$ cat config.mk
export PLATFORM = sky130hd
export DESIGN_NAME = serial_subtractor
export DESIGN_NICKNAME = d
export VERILOG_FILES = /design/src/rtl/serial_subtractor.sv
export SDC_FILE = /design/constraint.sdc
export NUM_CORES = 1
export LEC_CHECK = 0
export ABC_AREA = 1
export CORE_UTILIZATION = 37
export DETAILED_ROUTE_END_ITERATION = 7
export DONT_BUFFER_PORTS = 1
export SLEW_MARGIN = 20
export SYNTH_ARGS = -nofsm -noshare
export SYNTH_HDL_FRONTEND = slang
export SYNTH_SLANG_ARGS = --single-unit
$ cat constraint.sdc
create_clock -name clk -period 2.2 [get_ports clk]
set_input_delay 0.22 -clock clk [delete_from_list [all_inputs] [get_ports clk]]
set_output_delay 0.22 -clock clk [all_outputs]
set_load 0.005 [all_outputs]
$ cat src/rtl/serial_subtractor.sv
// Bit-serial unsigned subtractor: computes a - b LSB first through one
// full-subtractor cell and a borrow flop, with a start/busy/done handshake.
module serial_subtractor #(
    parameter int WIDTH = 4
) (
    input  logic             clk,
    input  logic             rst_n,
    input  logic             start,
    input  logic [WIDTH-1:0] a,
    input  logic [WIDTH-1:0] b,
    output logic             busy,
    output logic             done,
    output logic [WIDTH-1:0] diff,
    output logic             bout
);

    localparam int CW = $clog2(WIDTH) + 1;

    typedef enum logic [1:0] {
        S_IDLE,
        S_RUN,
        S_DONE
    } state_t;

    state_t           state;
    state_t           state_nxt;
    logic [WIDTH-1:0] sa;
    logic [WIDTH-1:0] sb;
    logic [WIDTH-1:0] res;
    logic             br;
    logic [CW-1:0]    cnt;
    logic             d;
    logic             br_nxt;
    logic             last;

    // Full-subtractor cell on the current LSBs of the operand shifters
    always_comb begin
        d      = sa[0] ^ sb[0] ^ br;
        br_nxt = (~sa[0] & sb[0]) | (~(sa[0] ^ sb[0]) & br);
        last   = (cnt == CW'(WIDTH - 1));
    end

    always_ff @(posedge clk or negedge rst_n) begin
        if (!rst_n) begin
            state <= S_IDLE;
        end else begin
            state <= state_nxt;
        end
    end

    always_comb begin
        state_nxt = state;
        busy      = 1'b0;
        done      = 1'b0;
        case (state)
            S_IDLE: begin
                if (start) begin
                    state_nxt = S_RUN;
                end
            end
            S_RUN: begin
                busy = 1'b1;
                if (last) begin
                    state_nxt = S_DONE;
                end
            end
            S_DONE: begin
                done      = 1'b1;
                state_nxt = S_IDLE;
            end
            default: state_nxt = S_IDLE;
        endcase
    end

    always_ff @(posedge clk or negedge rst_n) begin
        if (!rst_n) begin
            sa   <= '0;
            sb   <= '0;
            res  <= '0;
            br   <= 1'b0;
            cnt  <= '0;
            diff <= '0;
            bout <= 1'b0;
        end else begin
            case (state)
                S_IDLE: begin
                    if (start) begin
                        sa  <= a;
                        sb  <= b;
                        br  <= 1'b0;
                        cnt <= '0;
                    end
                end
                S_RUN: begin
                    res <= {d, res[WIDTH-1:1]};
                    sa  <= sa >> 1;
                    sb  <= sb >> 1;
                    br  <= br_nxt;
                    cnt <= cnt + CW'(1);
                    // Final bit goes straight to the output alongside the shifted partial result
                    if (last) begin
                        diff <= {d, res[WIDTH-1:1]};
                        bout <= br_nxt;
                    end
                end
                default: ;
            endcase
        end
    end

endmodule
# Word-level counts from Yosys, hierarchy flattened
# Index checks and enable logic that the tools add are counted.
dict set report op_classes {
  add_sub_neg 1
  multipliers 0
  div_mod_pow 0
  n_lt_le_gt_ge 0
  eq_ne 5
  shift 0
  muxes 13
  n_bitwise 7
  n_reduce_logical 5
}
# operator n
set ops {}
lappend ops {{case mux 4 bit (2 select lines)} 2}
lappend ops {{two-way mux 4 bit} 2}
lappend ops {{case mux 3 bit (2 select lines)} 1}
lappend ops {{AND reduction 2 bit} 3}
lappend ops {{two-way mux 2 bit} 2}
lappend ops {{!= test 2 bit (second input constant)} 2}
lappend ops {{case mux 2 bit (2 select lines)} 1}
lappend ops {{adder 3 x 1 -> 3 bit (second input constant)} 1}
lappend ops {{== test 3 x 2 -> 1 bit (second input constant)} 1}
lappend ops {{two-way mux 1 bit} 3}
lappend ops {{two-way mux 3 bit} 1}
lappend ops {{bitwise AND 1 bit} 2}
lappend ops {{== test 2 x 1 -> 1 bit (second input constant)} 1}
lappend ops {{== test 2 bit (second input constant)} 1}
lappend ops {{logical NOT 2 bit} 1}
lappend ops {{NOT 1 bit} 2}
lappend ops {{case mux 1 bit (2 select lines)} 1}
lappend ops {{nonzero test 2 bit} 1}
lappend ops {{XOR 1 bit} 2}
lappend ops {{bitwise OR 1 bit} 1}
dict set report word_totals {
  register_bits 23
  latchBits 0
  ramBits 0
  mem_bits_ro 0
  in_bits 11
  out_inout_bits 7
  n_memories 0
}

# Longest topological paths before layout
# Gate-level depths: netlist (run 1).
dict set report logic_depth {
  word_depth 5
  mapped_depth 7
}

# Least setup slack after synthesis (run 1)
# No wires, ideal clock.
dict set report synth_path {
  kind {register to register}
  startpoint {register cnt[0]}
  endpoint {register diff[0]}
  arrival_time_ps 1049
  required_time_ps 2084
  setup_slack_ps 1035
  path_stages_with_launch 7
  period_less_slack_ps 1165
  path_cell_list {dfrtp_1 > ha_1 > ha_1 > nand2_4 > clkinv_2 > nand2_1 > nand2_1}
}
dict set report synth_between {
  elab_chain_cells 2
}
# element line_no
set synth_lines {}
lappend synth_lines {{start, declared} 31} ;# logic [CW-1:0] cnt;
lappend synth_lines {{start signal, assigned} 99} ;# cnt <= cnt + CW'(1);
lappend synth_lines {{== test 3 x 2 -> 1 bit} 40} ;# last = (cnt == CW'(WIDTH - 1));
lappend synth_lines {{AND reduction 2 bit (no line)} n/a}
lappend synth_lines {{end signal, assigned} 102} ;# diff <= {d, res[WIDTH-1:1]};
lappend synth_lines {{end, declared} 13} ;# output logic [WIDTH-1:0] diff,
# No other way between the ends.
# A chain may end at the register's enable or synchronous reset.

# Worst setup path in the final report (run 1)
dict set report layout_path {
  startpoint {register state[0]}
  endpoint {output port busy}
}
dict set report layout_between {
  elab_chain_cells 2
}
# element line_no
set layout_lines {}
lappend layout_lines {{start, declared} 25} ;# state_t state;
lappend layout_lines {{start signal, assigned} 47} ;# state <= state_nxt;
lappend layout_lines {{== test 2 x 1 -> 1 bit} 55} ;# case (state)
lappend layout_lines {{two-way mux 1 bit} 55}
lappend layout_lines {{end, declared} 11} ;# output logic busy,
# No other way between the ends.

==> results of run 1 <==
[flip-flops by register name, summed over array words and instances (netlist names)]
signal  cells
bout        1
state       2
diff        4
sb          4
sa          4
cnt         3
br          1
res         3
[area by class of cell]
class                           count  area (um2)  share of cell area [%]
Timing Repair Buffer                3        22.5                    2.08
Multi-Input combinational cell     79         393                    36.3
Clock buffer                        4        36.3                    3.36
Inverter                           10        41.3                    3.82
Tap cell                           30        37.5                    3.47
Sequential cell                    22         551                    50.9
[path summary, 6_finish.rpt]
| path | start | endpoint | slack (ps) | cells past startpoint |
|---|---|---|---|---|
| setup reg to reg | state[0]$_DFFE_PN0P_ | sa[0]$_DFFE_PN0P_ | 850 | 5 |
| setup / recovery | state[0]$_DFFE_PN0P_ | busy | 820 | 2 |
| hold reg to reg | cnt[1]$_DFFE_PN0P_ | cnt[1]$_DFFE_PN0P_ | 480 | 2 |
| min in group asynchronous | rst_n | sa[2]$_DFFE_PN0P_ | 380 | 2 |
| hold / removal | start | state[0]$_DFFE_PN0P_ | 30 | 2 |
| max in group asynchronous | rst_n | br$_DFFE_PN0P_ | 1480 | 2 |
[per-stage QoR]
step / worst slack [ps] / instance area [um2]
floorplan: 1030 / 1020
global placement: 899 / 1030
detailed placement: 875 / 1030
CTS: 795 / 1080
global route: 733 / 1080
finish: 823 / 1080
[power breakdown]
part / internal [W] / total, W / switching, W / leakage, nW
sequential: 0.000581 / 0.000724 / 0.000143 / 0.278
clock: 0.000101 / 0.000219 / 0.000118 / 0.0210
combinational: 0.000215 / 0.000595 / 0.000380 / 0.272
[cell families after synthesis]
kind of cell             count (synthesis)
AND/OR/NAND/NOR                         64
AO/OA/AOI/OAI                           12
flip-flops                              22
adder cells (fa/ha/maj)                  3
buffers and inverters                   13
[cell usage after synthesis]
cell,n
o21ai_1,2
nand3_1,8
clkinv_2,1
inv_1,7
o21ai_0,6
nor2_4,1
inv_2,1
ha_1,2
inv_4,1
o21ai_2,4
dfrtp_1,22
nor2_1,2
nand2_1,51
fa_1,1
nand2_4,2
buf_6,3
[routing by layer]
layer | vias to the layer above | GRT usage (%)
li1 | 363 | -
met1 | 330 | 19.2
met3 | 2 | 6.67
met4 | 0 | 2.56
met5 | - | 0
met2 | 18 | 24.6
[timing repair]
item | 4_1_cts | 5_1_grt
hold buffers | 1 | 1
endpoints found under the hold margin | 22 | 22
setup endpoints to repair | 0 | 0
[critical path, stage by stage (launching register included)]
cell	delay, ps
dfrtp_1	640
inv_4	50
nor2_4	150
==> flow_metrics.tcl, run 1 <==
set metrics [dict create \
    muxShareOfSynthArea_pct 0 \
    synth_top_area_share_pct 54.1 \
    ys_warn_count 0 \
    end_kind "primary output" \
    slew_violations 0 \
    syn_nets 128 \
    yosysTopAreaCell "dfrtp_1" \
    tns_ps 0 \
    post_cts_buffers 0 \
    rsz0062_at_grt "no" \
    synth_fa_ha_area_share_pct 4.42 \
    finalHoldViolations 0 \
    grt_pass1_wl_mm 3.11 \
    cts_resized 0 \
    instances_no_fill 148 \
    grt-ovfl-total 0 \
    maxUsedRoutingLayer "met4" \
    cts_buffers 3 \
    synth-xor-area-share_pct 0 \
    postSynthCellCount 114 \
    status "completed" \
    wl_per_cell_um 12.4 \
    nFillCells 258 \
    cts_tree "done" \
    antenna_found_initial 0 \
    p_total_w 0.00154 \
    antenna_cells 0 \
    ys_ff_latch 22 \
    drc 0 \
    fp.dieH_um 54.5 \
    synth_area_leaders "dfrtp_1 (54%), nand2_1 (19%), nand3_1 (3.9%)" \
    first_global_vias 688 \
    firstDrtPassIters 4 \
    wl_met2_um 818 \
    via_count 713 \
    ioPinCount 18 \
    final.min_clock_period_ps 1380 \
    finalClockSkew_ps 9.46 \
    portBuffers 0 \
    clk_pin_slew_ps 120 \
    arrival_ps 1160 \
    cts-htree-levels 1 \
    hold_path.class "in2reg" \
    fp.dieArea_mm2 0.00297 \
    numClockSinks 22 \
    timing.hold.ws_ps 34.6 \
    cp_max_fo 11 \
    period_share_pct 62.6 \
    drt-initial-drc-count 8 \
    vdd_drop_max_mv 0.734 \
    crit_type "reg2out" \
    synthSimpleGateAreaFrac_pct 26.8 \
    drt-total-wl_mm 1.84 \
    fin_util_pct 42.5 \
    nNetsFinal 133 \
    initial_utilization_pct 40.0 \
    grt_max_degree 23 \
    place.gp.congestion 0.721 \
    postRouteAntennaNets 0 \
    synth_top_family_by_area "simple AND/OR/NAND/NOR gates" \
    dp.final_hpwl_mm 1.31 \
    maxCapViolations 0 \
    areaGrowthSynthToFinish_pct 6.14 \
    drive_above_1_share_pct 13.6 \
    mostFrequentLayoutCells "nand2_1 (51), dfrtp_1 (22), nand3_1 (8), inv_1 (7), o21ai_0 (6)" \
    placementRows 18 \
    start_kind "flip-flop" \
    place_inst 142 \
    cts-root-buf "clkbuf_4" \
    synth_cell_types 16 \
    grtUsageTotal_pct 15.3 \
    clk_latency_ps 310 \
    leakagePower_nw 0.571 \
    max_freq_mhz 726 \
    crit_required_ps 1980 \
    wl_met1_um 866 \
    die_x_um 54.5 \
    seq_area_frac_synth_pct 54.1 \
    setup_violations 0 \
    clockBufferDepth 2 \
    design.core.area_mm2 0.00254 \
    avgSynthCellArea_um2 8.93 \
    layout_commonest_cell "nand2_1" \
    via_per_inst 4.82 \
    synth_area_mm2 0.00102 \
    tightest_slew_ps 485 \
    synth_compound_area_share_pct 7.37 \
    maxSlewHeadroom_pct 67.7 \
    met3_length_um 140 \
    power.density_mw_per_mm2 1420 \
]
Power figures use the tool's default switching activity.
==> run 2, diff against run 1 <==
==> constraint.sdc (replaced) <==
create_clock -name clk -period 1.15 [get_ports clk]
set_input_delay 0.115 -clock clk [delete_from_list [all_inputs] [get_ports clk]]
set_output_delay 0.115 -clock clk [all_outputs]
set_load 0.005 [all_outputs]
==> flow_metrics.tcl, run 2 (same netlist as run 1, synthesis figures left out) <==
set metrics [dict create \
    cts-htree-levels 1 \
    cp_top_family "adder cells" \
    cts_buffers 3 \
    layout_commonest_cell "nand2_1" \
    largestRegisters "diff x4, sa x4, sb x4" \
    arrival_ps 1410 \
    worstSetupStartpoint "sa[0]$_DFFE_PN0P_" \
    layout_setup_ws_ps -14.3 \
    areaGrowthSynthToFinish_pct 25.9 \
    drc 0 \
    leakagePower_nw 0.647 \
    power.internal_w 0.00209 \
    mostFrequentLayoutCells "nand2_1 (47), dfrtp_1 (20), nand3_1 (6), buf_4 (6)" \
    start_kind "flip-flop" \
    cp_slowest_cell "fa_1" \
    status "finished, violations left" \
    placedInstanceArea_mm2 0.00107 \
    drt-initial-drc-count 12 \
    numClockSinks 22 \
    fp.dieH_um 54.5 \
    p_total_w 0.00354 \
    ff2ff_path_depth 3 \
    finalClockSkew_ps 10.0 \
    antenna_cells 0 \
    max_freq_mhz 859 \
    drive_above_1_share_pct 30.8 \
    clk_pin_slew_ps 120 \
    crit_type "reg2reg" \
    cts_tree "done" \
    rsz0062_at_grt "yes" \
    firstDrtPassIters 4 \
    cpPeakStageDelay_ps 550 \
    antenna_found_initial 0 \
    violations "negative setup slack" \
    initial_utilization_pct 40.0 \
    hold_path.class "in2reg" \
    p_seq_share_pct 38.8 \
    end_kind "flip-flop" \
    r2r-start "sa[0]$_DFFE_PN0P_" \
    setup_violations 2 \
    final.min_clock_period_ps 1160 \
    place.gp.congestion 0.719 \
    placementRows 18 \
    slew_violations 0 \
    drt-total-wl_mm 2.13 \
    via_count 799 \
    design.core.area_mm2 0.00254 \
    worstSetupPathDepth 3 \
    maxSlewHeadroom_pct 66.9 \
    period_share_pct 101 \
    crit_required_ps 1400 \
    portBuffers 0 \
    fp.dieArea_mm2 0.00297 \
    r2r_end "res[3]$_DFFE_PN0P_" \
    cp_max_fo 2 \
    grt-ovfl-total 0 \
    final_cell_area_mm2 0.00128 \
    clk_latency_ps 310 \
    place_worst_setup_slack_ps -65.4 \
    power_frac_clock_pct 11.8 \
    crit_chain "fa_1 > inv_2 > o21ai_2" \
    via_per_inst 4.90 \
    cts-root-buf "clkbuf_4" \
    grtUsageTotal_pct 15.5 \
    switchingPower_w 0.00145 \
    crit_end "res[3]$_DFFE_PN0P_" \
    ioPinCount 18 \
    maxCapViolations 0 \
    combPwrFrac_pct 49.3 \
    finalHoldViolations 0 \
    grt_pass1_wl_mm 3.20 \
    grt_max_degree 23 \
    cp_num_buf_inv 1 \
    reg2reg_slack_ps -10 \
    power.density_mw_per_mm2 2760 \
    first_global_vias 700 \
    postRouteAntennaNets 0 \
    clockBufferDepth 2 \
    switching_share_pct 40.9 \
    die_x_um 54.5 \
    dp.final_hpwl_mm 1.41 \
    wl_per_cell_um 13.1 \
    nNetsFinal 148 \
    vdd_drop_max_mv 1.37 \
    tightest_slew_ps 497 \
]
==> run 2: cell count changes in the layout (fill, tap and decap cells not counted), sizes merged <==
| cell | previous run | this run |
|---|---|---|
| buf | 2 | 12 |
| clkinv | 1 | 0 |
| dlygate4sd3 | 1 | 5 |
| inv | 9 | 10 |
| nand2 | 53 | 54 |
==> run 2: repair_timing <==
| item | in CTS | in global routing |
|---|---|---|
| buffers inserted | 3 | 2 |
| gates resized for setup | 5 | 19 |
| pin swaps | 4 | 10 |
| hold buffers | 5 | 1 |
| setup endpoints to repair | 8 | 15 |
| hold endpoints to repair | 26 | 22 |
| gates cloned | 1 | 0 |
==> run 2: worst reg2reg max path, stage by stage, from the launching register on <==
cell     delay [ps]
dfrtp_1         410
fa_1            550
inv_2            50
o21ai_2         100
==> run 2: power groups by stage <==
stage | Clock [W] | Sequential, W | Combinational [W]
2_1_floorplan | 0 | 0.00129 | 0.00106
3_3_place_gp | 0 | 0.00138 | 0.00122
3_5_place_dp | 0 | 0.00138 | 0.00129
4_1_cts | 0.000433 | 0.00135 | 0.00152
5_1_grt | 0.000467 | 0.00141 | 0.00194
6_report | 0.000419 | 0.00137 | 0.00174
==> run 2: routing by layer <==
metal	vias up	part of all wire [%]	GRT usage [%]
li1	396	-	-
met1	376	47	20.4
met4	0	0	3.42
met2	27	46	23.8
met3	0	7.6	6.39
met5	-	0	0
==> run 2: worst min-delay path by stage <==
stage | startpoint | to | slack (ps) | cells after the start
3_5_place_dp | rst_n | sa[3]$_DFFE_PN0P_ | -180 | 0
6_report | b[2] | sb[2]$_DFFE_PN0P_ | 20 | 4
2_1_floorplan | rst_n | bout$_DFFE_PN0P_ | -180 | 0
3_3_place_gp | rst_n | sb[3]$_DFFE_PN0P_ | -180 | 0
4_1_cts | b[2] | sb[2]$_DFFE_PN0P_ | 8 | 4
5_1_grt | b[2] | sb[2]$_DFFE_PN0P_ | 20 | 4
==> run 2: cell type report <==
cell class	instances	area, um2
flip-flops and latches	22	553
repair buffers	17	156
clock buffers	4	36.3
multi-input cells	80	454
well taps	30	37.5
inverters	10	45.0
fillers	236	1260
==> run 2: per-stage QoR <==
stage	std cells	TNS [ps]	util, %	hold WS, ps
4_1_cts	160	-118	47.1	7.87
2_1_floorplan	114	-4.97	-	-181
6_report	163	-23.3	50.4	15.6
3_3_place_gp	147	-41.6	41.9	-180
5_1_grt	163	-254	50.4	16.4
3_5_place_dp	147	-158	41.9	-180
